`src/rtl/pcu_fetch_ctrl_pkg.sv`:
```
// ---------------------------------------------------------------------------
// pcu_fetch_ctrl_pkg
// Shared definitions for the 2-stage 4-bit CPU: datapath widths, the fetch
// controller state encoding, opcode constants decoded by the execute stage,
// and a small PC increment helper.
// No ports (package).
// ---------------------------------------------------------------------------
package pcu_fetch_ctrl_pkg;

  localparam int ADDR_W  = 4;
  localparam int INSTR_W = 8;

  typedef enum logic [1:0] {
    FILL   = 2'd0,
    RUN    = 2'd1,
    BUBBLE = 2'd2,
    HALT   = 2'd3
  } state_t;

  // Upper nibble of the instruction word; the lower nibble is the immediate.
  localparam logic [3:0] OP_NOP  = 4'h0;
  localparam logic [3:0] OP_LDI  = 4'h1;
  localparam logic [3:0] OP_ADD  = 4'h2;
  localparam logic [3:0] OP_SUB  = 4'h3;
  localparam logic [3:0] OP_AND  = 4'h4;
  localparam logic [3:0] OP_OR   = 4'h5;
  localparam logic [3:0] OP_XOR  = 4'h6;
  localparam logic [3:0] OP_JMP  = 4'h8;
  localparam logic [3:0] OP_JZ   = 4'h9;
  localparam logic [3:0] OP_CALL = 4'hA;
  localparam logic [3:0] OP_RET  = 4'hB;
  localparam logic [3:0] OP_HALT = 4'hF;

  // Program addresses wrap silently at 2^ADDR_W.
  function automatic logic [ADDR_W-1:0] pc_inc(input logic [ADDR_W-1:0] a);
    return a + 1'b1;
  endfunction

endpackage

```
`src/rtl/pcu_fetch_ctrl_pc.sv`:
```
// ---------------------------------------------------------------------------
// pcu_fetch_ctrl_pc
// Loadable program counter register used as the fetch address holder.
// Ports:
//   clock  in   rising-edge clock
//   reset  in   asynchronous active-low reset (clears q to 0)
//   load   in   capture d on the next rising edge
//   d      in   next program counter value
//   q      out  current program counter
// ---------------------------------------------------------------------------
module pcu_fetch_ctrl_pc
  import pcu_fetch_ctrl_pkg::*;
(
  input  logic              clock,
  input  logic              reset,
  input  logic              load,
  input  logic [ADDR_W-1:0] d,
  output logic [ADDR_W-1:0] q
);

  always_ff @(posedge clock or negedge reset) begin
    if (!reset) begin
      q <= '0;
    end else if (load) begin
      q <= d;
    end
  end

endmodule

```
`src/rtl/pcu_fetch_ctrl.sv`:
```
// ---------------------------------------------------------------------------
// pcu_fetch_ctrl
// Fetch-side controller: owns the PC, addresses the instruction ROM, fills the
// IF/EX latch, and performs redirects, flushes, stalls and halt.
// Optional feature: define PCU_RET_STACK_EN to add a one-entry link register
// for call/return; otherwise call_req acts as jump_req and ret_req is ignored.
// Ports:
//   clock      in   rising-edge clock
//   reset      in   asynchronous active-low reset
//   stall      in   execute stage cannot accept a new instruction
//   halt_req   in   execute stage decoded HALT
//   jump_req   in   taken jump/branch
//   jump_addr  in   redirect target (jump and call)
//   call_req   in   call redirect
//   ret_req    in   return redirect
//   imem_addr  out  ROM address (= pc)
//   imem_data  in   ROM read data for imem_addr, same cycle
//   if_valid   out  if_instr holds a real instruction
//   if_instr   out  latched instruction
//   if_pc      out  address of if_instr
//   pc         out  current fetch address
//   halted     out  core is in HALT
// ---------------------------------------------------------------------------
module pcu_fetch_ctrl
  import pcu_fetch_ctrl_pkg::*;
(
  input  logic               clock,
  input  logic               reset,
  input  logic               stall,
  input  logic               halt_req,
  input  logic               jump_req,
  input  logic [ADDR_W-1:0]  jump_addr,
  input  logic               call_req,
  input  logic               ret_req,
  output logic [ADDR_W-1:0]  imem_addr,
  input  logic [INSTR_W-1:0] imem_data,
  output logic               if_valid,
  output logic [INSTR_W-1:0] if_instr,
  output logic [ADDR_W-1:0]  if_pc,
  output logic [ADDR_W-1:0]  pc,
  output logic               halted
);

  state_t              state, state_nxt;
  logic                pc_load;
  logic [ADDR_W-1:0]   pc_d;
  logic                fetch_en;
  logic                if_valid_nxt;
  logic                redirect_req;
  logic [ADDR_W-1:0]   redirect_pc;

`ifdef PCU_RET_STACK_EN
  logic [ADDR_W-1:0]   link;
  logic                link_load;
`else
  logic                unused_ret;
  assign unused_ret = ret_req;
`endif

  pcu_fetch_ctrl_pc u_pc (
    .clock (clock),
    .reset (reset),
    .load  (pc_load),
    .d     (pc_d),
    .q     (pc)
  );

  assign imem_addr = pc;
  assign halted    = (state == HALT);

  // State register.
  always_ff @(posedge clock or negedge reset) begin
    if (!reset) begin
      state <= FILL;
    end else begin
      state <= state_nxt;
    end
  end

  // IF/EX latch: instruction and its address only move on a real fetch, so
  // they stay put across stalls, bubbles and halt.
  always_ff @(posedge clock or negedge reset) begin
    if (!reset) begin
      if_valid <= 1'b0;
      if_instr <= '0;
      if_pc    <= '0;
    end else begin
      if_valid <= if_valid_nxt;
      if (fetch_en) begin
        if_instr <= imem_data;
        if_pc    <= pc;
      end
    end
  end

`ifdef PCU_RET_STACK_EN
  // The call sits in the IF/EX latch when it fires, so its return address is
  // simply the instruction after it.
  always_ff @(posedge clock or negedge reset) begin
    if (!reset) begin
      link <= '0;
    end else if (link_load) begin
      link <= pc_inc(if_pc);
    end
  end
`endif

  // Next-state, next-pc mux and latch control. Redirect sources resolve first
  // (ret over call/jump); halt outranks any redirect, and a redirect outranks
  // stall so a stalled branch still flushes.
  always_comb begin
    redirect_req = jump_req | call_req;
    redirect_pc  = jump_addr;
`ifdef PCU_RET_STACK_EN
    link_load    = 1'b0;
    if (ret_req) begin
      redirect_req = 1'b1;
      redirect_pc  = link;
    end
`endif
    state_nxt    = state;
    pc_load      = 1'b0;
    pc_d         = pc_inc(pc);
    fetch_en     = 1'b0;
    if_valid_nxt = if_valid;

    case (state)
      FILL, BUBBLE: begin
        if (!stall) begin
          fetch_en     = 1'b1;
          pc_load      = 1'b1;
          if_valid_nxt = 1'b1;
          state_nxt    = RUN;
        end
      end
      RUN: begin
        if (halt_req) begin
          if_valid_nxt = 1'b0;
          state_nxt    = HALT;
        end else if (redirect_req) begin
          pc_load      = 1'b1;
          pc_d         = redirect_pc;
          if_valid_nxt = 1'b0;
          state_nxt    = BUBBLE;
`ifdef PCU_RET_STACK_EN
          link_load    = call_req & ~ret_req;
`endif
        end else if (!stall) begin
          fetch_en     = 1'b1;
          pc_load      = 1'b1;
          if_valid_nxt = 1'b1;
        end
      end
      HALT: begin
        if_valid_nxt = 1'b0;
      end
      default: begin
        state_nxt = FILL;
      end
    endcase
  end

endmodule

```
`config.mk`:
```
export PLATFORM = sky130hd
export DESIGN_NAME = pcu_fetch_ctrl
export DESIGN_NICKNAME = d
export VERILOG_FILES = /design/src/rtl/pcu_fetch_ctrl_pkg.sv /design/src/rtl/pcu_fetch_ctrl_pc.sv /design/src/rtl/pcu_fetch_ctrl.sv
export SDC_FILE = /design/constraint.sdc
export NUM_CORES = 1
export LEC_CHECK = 0
export ABC_CLOCK_PERIOD_IN_PS = 1690
export CAP_MARGIN = 5
export CORE_MARGIN = 2
export CORE_UTILIZATION = 40
export CTS_BUF_LIST = sky130_fd_sc_hd__clkbuf_16
export CTS_CLUSTER_SIZE = 12
export DETAILED_ROUTE_END_ITERATION = 7
export PLACE_DENSITY = 0.78
export SYNTH_ARGS = -nofsm -noshare
export SYNTH_HDL_FRONTEND = slang
export SYNTH_SLANG_ARGS = --single-unit
```
`constraint.sdc`:
```
create_clock -name clock -period 1.69 [get_ports clock]
set_clock_uncertainty 0.05 [all_clocks]
set_input_delay 0.507 -clock clock [delete_from_list [all_inputs] [get_ports clock]]
set_output_delay 0.507 -clock clock [all_outputs]
set_load 0.005 [all_outputs]
```
After elaboration in Yosys (flattened, before gate mapping) --
Cells that the tools add are included.
Word-level totals: logic and storage cells 34, input bits 19, register bits after elaboration 19
Cells by class: reduce and logical (&&, ||, !) cells 4, eq/ne operators 5, add/subtract/negate cells 1, bitwise gates (word level) 1, mux-type cells 18
Operator list (count):
- two-way mux 4 bit | 3
- two-way mux 1 bit | 8
- two-way mux 2 bit | 3
- adder 4 x 1 -> 4 bit, second input constant | 1
- equality test 2 bit, second input constant | 2
- case mux 1 bit (2 select lines) | 2
- case mux 2 bit (2 select lines) | 1
- != test 3 bit, second input constant | 1
- case mux 1 bit (3 select lines) | 1
- AND reduction 3 bit | 1
- equality test 2 x 1 -> 1 bit, second input constant | 1
- zero test 2 bit | 1
- != test 2 bit, second input constant | 1
- nonzero test 2 bit | 1
- OR reduction 2 bit | 1
- OR 1 bit | 1

Longest topological paths before layout --
Gate-level depths: netlist of the first run.
depth in word-level cells 4, mapped depth 5

Modules after synthesis --
From an unflattened synthesis of the first run, not the netlist that was laid out.
Second synthesis, totals: cell total of the unflattened synthesis 62, area, all modules 855.8 um^2
Modules (own cells, without submodules):
- pcu_fetch_ctrl | area each 710.7 um^2, cells each 54, instances 1, seq. area each 375.4 um^2
- pcu_fetch_ctrl_pc | area each 145.1 um^2, cells each 8, instances 1, seq. area each 100.1 um^2

Least setup slack after synthesis of the first run --
No wires, ideal clock.
path type input-to-reg, start input call_req, end register if_instr[0], arrival 1418 ps, stages 5, library setup time 125 ps, path buffers 1, path slack 96 ps, cells stage by stage nor4_2 > nor2_2 > nor2_4 > buf_12 > mux2_4
On the way: cells in the longest elaborated chain, start to end 4
Ends and longest elaborated chain:
- start, declared | RTL line pcu_fetch_ctrl.sv:33 | input logic call_req,
- OR 1 bit | RTL line pcu_fetch_ctrl.sv:112 | redirect_req = jump_req | call_req;
- two-way mux 1 bit | RTL line pcu_fetch_ctrl.sv:140 | end else if (redirect_req) begin
- two-way mux 1 bit | RTL line pcu_fetch_ctrl.sv:137 | if (halt_req) begin
- case mux 1 bit (2 select lines) | RTL line pcu_fetch_ctrl.sv:127 | case (state)
- end signal, assigned | RTL line pcu_fetch_ctrl.sv:90 | if_instr <= imem_data;
- end, declared | RTL line pcu_fetch_ctrl.sv:38 | output logic [INSTR_W-1:0] if_instr,
No other way between the ends. A chain may end at the register's enable or synchronous reset.

Worst setup path in the final report of the first run --
start input stall, end register if_instr[1]
On the way: cells in the longest elaborated chain, start to end 4
Ends and longest elaborated chain:
- start, declared | RTL line pcu_fetch_ctrl.sv:29 | input logic stall,
- two-way mux 1 bit * | RTL line pcu_fetch_ctrl.sv:129, pcu_fetch_ctrl.sv:148
- two-way mux 1 bit | RTL line pcu_fetch_ctrl.sv:140
- two-way mux 1 bit | RTL line pcu_fetch_ctrl.sv:137
- case mux 1 bit (2 select lines) * | RTL line pcu_fetch_ctrl.sv:127
Mark *: on every way between the ends. The rest lies on a longest branch, timed or not.

==> implementation parameters, run 1 <==
Parameter                              Value

Run status
  Run status    complete, but fails checks
  Violations in the final reports    setup timing

STA
  Total setup violations reported at the end of the flow    3
  Unrepaired setup endpoints after global routing    yes
  Total count of max-transition violations in the final report    0
  Final critical path time including I/O delays and setup    1.69 ns
  Worst-case hold slack    0.459 ns
  Actual transition at the worst max-transition pin    0.396 ns
  Fin. Hold Viols    0
  Setup slack after layout    -0.00495 ns
  Relative max-transition margin    73.5%
  Maximum clock frequency    0.590 GHz
  Setup tns final    -0.0115 ns
  Portion of the clock cycle consumed by the worst path in the final layout    100%

Pwr
  Switching power    0.282 mW
  Switching share of power    22.5%
  Combinational share of power    20.7%
  Int Pwr    0.970 mW
  Design Power    1.25 mW
  Peak supply drop    0.505 mV
  Static Leakage    0.845 nW
  Clock network fraction of design power    39.0%
  Fraction of power consumed by sequential logic    40.3%
  Power Density    772 nW/um2

CTS
  H-tree Lvls    1
  Clock-pin transition on the worst setup and hold timing paths    0.06 ns
  TritonCTS clock tree    built
  CTS max path bufs    2
  TritonCTS buffer count    3
  Total clock sinks    19
  Clock insertion delay at the later pin of the skew report    0.25 ns
  Cell at the root of the clock tree    clkbuf_16

Synthesis
  Yosys cell types    25
  Register area share after synthesis    51.8%
  Number of warnings reported in the yosys synthesis log    0
  Syn Area/Cell    13.7 um2
  Cell type with the largest total area after synthesis    dfrtp_1
  Mapped cell area    917 um2
  Post-Syn Nets    87
  Gate Count Post-Synth    67
  Portion of synthesized cell area occupied by the leading cell type    51.8%
  Post-synthesis sequential element count    19
  Cells taking the most area after synthesis    dfrtp_1 52%, mux2_4 16%, mux2i_1 3.3%

Worst setup path
  Sequence of cells on the critical path    clkdlybuf4s50_1 > nor2_4 > buf_12 > buf_16 > mux2_4
  Kind of end point of the critical path    register
  Cell at the slowest stage of the critical path    clkdlybuf4s50_1
  Arrival time of the worst setup path    1.78 ns
  CP top delay family    buffers and inverters
  Critical setup path kind    in -> reg
  Critical Path RT    1.78 ns
  CP max FO    5
  Crit start category    input pin
  Highest cell delay on the worst timing path    0.53 ns
  CP Buf/Inv Count    3

Detailed routing
  Routed length per instance    16.2 um
  Via/cell ratio    4.85
  Count of nets left with antenna violations after detail routing    0
  Final wirelength    2560 um
  Number of DRC markers after the initial detailed-route iteration    6
  Post-route DRC    0
  Drt first pass iters    4
  Via Count    767

Global routing
  Overall track demand over capacity in global routing    20.5%
  First-pass GRT wire length    3900 um
  Overflow left after global routing    0
  Vias in the first global route    789
  Largest net degree at the start of global routing    20
  Number of antenna violations at the first check in global routing    0

Floorplan
  Die area    2690 um2
  Number of I/O pins    41
  Die span in y    51.9 um
  Number of rows in the core area    17
  Starting utilization of the core area    41.9%
  Area of the core region    2190 um2
  DIE WIDTH    51.9 um

Cells and area
  N_diodes    0
  Layout cell share with drive strength beyond 1    41.5%
  Area Growth Syn to Fin    76.9%
  Number of fill cells in the layout    129
  Layout Nets    151
  Most frequent cells in the layout    23 x clkdlybuf4s50_1, 20 x buf_4, 17 x dfrtp_1, 10 x mux2_4, 9 x dlymetal6s2s_1
  Most common cell after layout, fill and taps aside    clkdlybuf4s50_1

Hold path
  Class of the tightest hold or removal check    reg -> reg

Placed design
  Gpl congestion    0.704
  Number of input and output port buffers inserted    39
  Detailed Place HPWL    1510 um

Flow run
  Maximum capacitance violations    0
[per-layer routing]
metal  share of wire (%)  GRT usage [%]  vias to the layer above  routed length [um]
met5                   0              0                        -                   0
li1                    -              -                      357                   -
met3                 8.4           6.03                        6                 216
met2                  52           36.1                       33                1320
met1                  37           23.0                      371                 952
met4                 2.5           8.33                        0                  65
[cell families after synthesis]
| kind of cell | count (synthesis) | share of synthesized area (%) |
|---|---|---|
| buffers and inverters | 9 | 7.09 |
| DFF | 19 | 51.8 |
| adders and majority gates | 1 | 1.36 |
| muxes | 15 | 22.1 |
| AOI/OAI and AO/OA | 12 | 8.73 |
| and+or+nand+nor | 11 | 8.87 |
[power by group through the flow]
stage          clock network, mW  registers [mW]  logic (mW)
6_report                   0.489           0.505       0.259
5_1_grt                    0.518           0.508       0.282
4_1_cts                    0.491           0.504       0.257
3_3_place_gp                   0           0.518       0.224
2_1_floorplan                  0           0.521      0.0783
3_5_place_dp                   0           0.521       0.229
[worst paths after layout]
path	to	start	cells past startpoint	slack, ns
max	if_instr[1]	stall	5	-0.005
min	if_instr[4]	if_instr[4]	1	0.46
max reg2reg	u_pc.q[0]	state[1]	6	0.03
min reg2reg	if_instr[4]	if_instr[4]	1	0.46
max in group asynchronous	u_pc.q[1]	reset	2	0.84
min in group asynchronous	if_instr[2]	reset	2	0.53
[sequential cells by signal, summed over array words and instances, names as in the netlist]
register  cells
if_instr      8
if_pc         4
u_pc.q        4
state         2
if_valid      1
[per-stage QoR]
stage	utilization [%]	setup WS [ns]	cells	instance area, um2
3_3_place_gp	62.0	-0.398	136	1360
6_report	74.1	-0.00495	158	1620
3_5_place_dp	62.0	-0.471	136	1360
4_1_cts	72.3	-0.0511	154	1580
2_1_floorplan	-	0.0964	67	917
5_1_grt	74.1	-0.0463	158	1620
[Yosys cell counts (all sizes together)]
cell / count
dfrtp: 19
mux2: 12
buf: 5
a21oi: 4
inv: 4
nor2: 4
mux2i: 3
o21ai: 3
a22oi: 2
nand2: 2
a21o: 1
a221o: 1
and2: 1
and3: 1
ha: 1
nor2b: 1
nor3: 1
nor4: 1
o21a: 1
[timing repair]
item	4_1_cts	5_1_grt
resized for setup	18	14
buffers inserted	13	4
gates cloned	1	0
hold buffers	0	0
pin swaps	3	3
setup endpoints to repair	25	26
[cell type report]
cell class	count	area, um2	share of cell area, %
clock buffer	3	75.1	4.63
clock inverter	1	5.00	0.308
inverter	4	15.0	0.925
multi-input combinational	39	385	23.7
sequential	19	478	29.5
tap	28	35.0	2.16
timing repair buffer	64	629	38.8
Power figures use the tool's default switching activity.
==> run 2: changes to the inputs <==
CORE_UTILIZATION = 39   (was 40)
REMOVE_ABC_BUFFERS = 1   (was unset)
SYNTH_HIERARCHICAL = 1   (was unset)
==> run 2 against run 1 <==
Net effect: the run now ends clean; sequential cell count stayed put; critical path depth decreased by 4; via count shrank 12%; design area down 6.9%; die area down 4.0%; highest routed layer unchanged.
==> implementation parameters, run 2 <==
Parameter                              Value

Run status
  Run status    completed

Pwr
  Switching share of power    24.7%
  Clock network fraction of design power    26.0%
  Int Pwr    1.40 mW
  Switching power    0.457 mW
  Fraction of power consumed by sequential logic    34.2%
  Static Leakage    0.792 nW
  Power Density    1230 nW/um2
  Peak supply drop    0.857 mV
  Combinational share of power    39.8%

CTS
  Clock-pin transition on the worst setup and hold timing paths    0.06 ns
  TritonCTS clock tree    built
  TritonCTS buffer count    3
  H-tree Lvls    1
  CTS max path bufs    2
  Cell at the root of the clock tree    clkbuf_16
  Total clock sinks    19
  Clock insertion delay at the later pin of the skew report    0.25 ns

Synthesis
  Number of enable flip-flop cells after synthesis    0
  Most instantiated cells after synthesis    19 x dfrtp_1, 10 x mux2_1, 9 x mux2_2, 4 x buf_4
  Yosys cell types    19
  Most common cell in the netlist    dfrtp_1
  Proportion of synthesized flip-flops having asynchronous set or reset    100%
  Register area share after synthesis    55.6%
  Number of warnings reported in the yosys synthesis log    6
  Most frequently used flop master after synthesis    dfrtp_1
  Post-synthesis sequential element count    19
  Cell type with the largest total area after synthesis    dfrtp_1
  Mapped cell area    856 um2
  Syn Area/Cell    13.8 um2
  Portion of synthesized cell area occupied by the leading cell type    55.6%
  Gate Count Post-Synth    62
  Cells taking the most area after synthesis    dfrtp_1 56%, mux2_1 13%, mux2_2 12%

Cells and area
  Largest registers ranked by flip-flop count    if_instr x8, if_pc x4, u_pc/q x4
  Register with the most flip-flops    if_instr
  Largest register FFs    8
  Most frequent cells in the layout    23 x clkdlybuf4s50_1, 17 x mux2_4, 16 x dfrtp_1, 12 x buf_4, 9 x dlymetal6s2s_1
  Area Growth Syn to Fin    76.5%
  Final Non-Filler Cells    141
  Layout cell share with drive strength beyond 1    37.7%
  Most common cell after layout, fill and taps aside    clkdlybuf4s50_1
  Area taken by flip-flops and latches    479 um2
  Area of all placed cells without fillers    1510 um2
  Layout Nets    135
  N_diodes    0
  Area of the multi-input gates    397 um2
  Number of fill cells in the layout    128

Global routing
  First-pass GRT wire length    3350 um
  Largest net degree at the start of global routing    20
  Number of antenna violations at the first check in global routing    0
  Overflow left after global routing    0
  Vias in the first global route    684
  Overall track demand over capacity in global routing    18.4%

Detailed routing
  Drt first pass iters    4
  Routed length per instance    14.8 um
  Via Count    678
  Final wirelength    2090 um
  Sum of met3 wire segment lengths after detailed routing    126 um
  Uppermost layer routed    met4
  Met2 Routed Length    1010 um
  Count of nets left with antenna violations after detail routing    0
  Post-route DRC    0
  Number of DRC markers after the initial detailed-route iteration    8
  Via/cell ratio    4.81
  Length of routed wiring on met1    920 um

STA
  Final critical path time including I/O delays and setup    1.66 ns
  Total setup violations reported at the end of the flow    0
  Setup slack after layout    0.0314 ns
  Maximum clock frequency    0.603 GHz
  Unrepaired setup endpoints after global routing    no
  Fin. Hold Viols    0
  Worst-case hold slack    0.456 ns
  Portion of the clock cycle consumed by the worst path in the final layout    98.1%
  Total count of max-transition violations in the final report    0
  Actual transition at the worst max-transition pin    0.247 ns
  Relative max-transition margin    83.5%

Placed design
  Placed cells    133
  Detailed Place HPWL    1430 um
  Placed standard-cell area    1310 um2
  Number of input and output port buffers inserted    39
  DP Worst Slack    -0.511 ns
  Gpl congestion    0.706

Floorplan
  DIE WIDTH    50.8 um
  Number of I/O pins    41
  Die area    2590 um2
  Die span in y    50.8 um
  Starting utilization of the core area    42.3%
  Number of rows in the core area    16
  Area of the core region    2020 um2

Hold path
  Cell count of the worst hold path    1
  Class of the tightest hold or removal check    reg -> reg

Worst setup path
  Worst Reg-to-Reg Cells    5
  Critical Path RT    1.13 ns
  Kind of end point of the critical path    output port
  CP top delay family    buffers and inverters
  CP max FO    2
  CP Buf/Inv Count    1
  Cell at the slowest stage of the critical path    clkdlybuf4s50_1
  Critical setup path kind    reg -> out
  Highest cell delay on the worst timing path    0.51 ns
  Crit start category    register
  Total number of cells along the worst setup path    1
  Arrival time of the worst setup path    1.10 ns
  Sequence of cells on the critical path    clkdlybuf4s50_1

Flow run
  Maximum capacitance violations    0
==> run 2: cell families after synthesis <==
logic type	count (synthesis)	share of synthesized area, %
AND/OR/NAND/NOR	6	4.09
buffers and inverters	8	6.14
XOR/XNOR	2	2.05
flip-flops	19	55.6
adder cells (fa/ha/maj)	1	1.46
multiplexers	20	26.2
AO/OA/AOI/OAI	6	4.53
==> run 2: per-stage QoR <==
stage | util [%] | total power [mW] | TNS (ns)
2_1_floorplan | - | 0.845 | -1.02
3_3_place_gp | 65.0 | 1.23 | -7.75
3_5_place_dp | 65.0 | 1.26 | -8.05
4_1_cts | 73.8 | 1.89 | 0
5_1_grt | 74.7 | 1.95 | 0
6_report | 74.7 | 1.85 | 0
==> run 2: routing by layer <==
metal | GRT usage [%] | up-vias
li1 | - | 321
met5 | 0 | -
met3 | 4.97 | 4
met4 | 9.46 | 0
met1 | 22.5 | 326
met2 | 29.8 | 27
==> run 2: path summary, 6_finish.rpt <==
kind	startpoint	endpoint	slack (ns)
setup / recovery	if_instr[6]	if_instr[6]	0.03
hold / removal	if_pc[0]	if_pc[0]	0.46
setup reg to reg	u_pc/q[0]	u_pc/q[2]	0.08
hold reg to reg	if_pc[0]	if_pc[0]	0.46
max in group asynchronous	reset	state[1]	0.81
min in group asynchronous	reset	state[0]	0.56
==> run 2: layout make-up <==
| class | instances | share of cell area [%] |
|---|---|---|
| Multi-Input combinational cell | 35 | 26.3 |
| Inverter | 3 | 0.746 |
| Timing Repair Buffer | 53 | 33.8 |
| Clock buffer | 3 | 4.97 |
| Clock inverter | 1 | 0.249 |
| Tap cell | 27 | 2.24 |
| Sequential cell | 19 | 31.7 |
==> run 2: repair_timing <==
item / in CTS / in global routing
pin swaps: 2 / 2
buffers inserted: 5 / 0
hold buffers: 0 / 0
gates cloned: 0 / 0
setup endpoints to repair: 24 / 25
gates resized for setup: 35 / 11
==> run 2: power by group through the flow <==
stage,registers [mW],logic [mW],clock network [mW]
floorplan,0.673,0.172,0
global placement,0.659,0.569,0
detailed placement,0.666,0.598,0
CTS,0.636,0.763,0.486
global route,0.653,0.786,0.512
finish,0.634,0.737,0.482
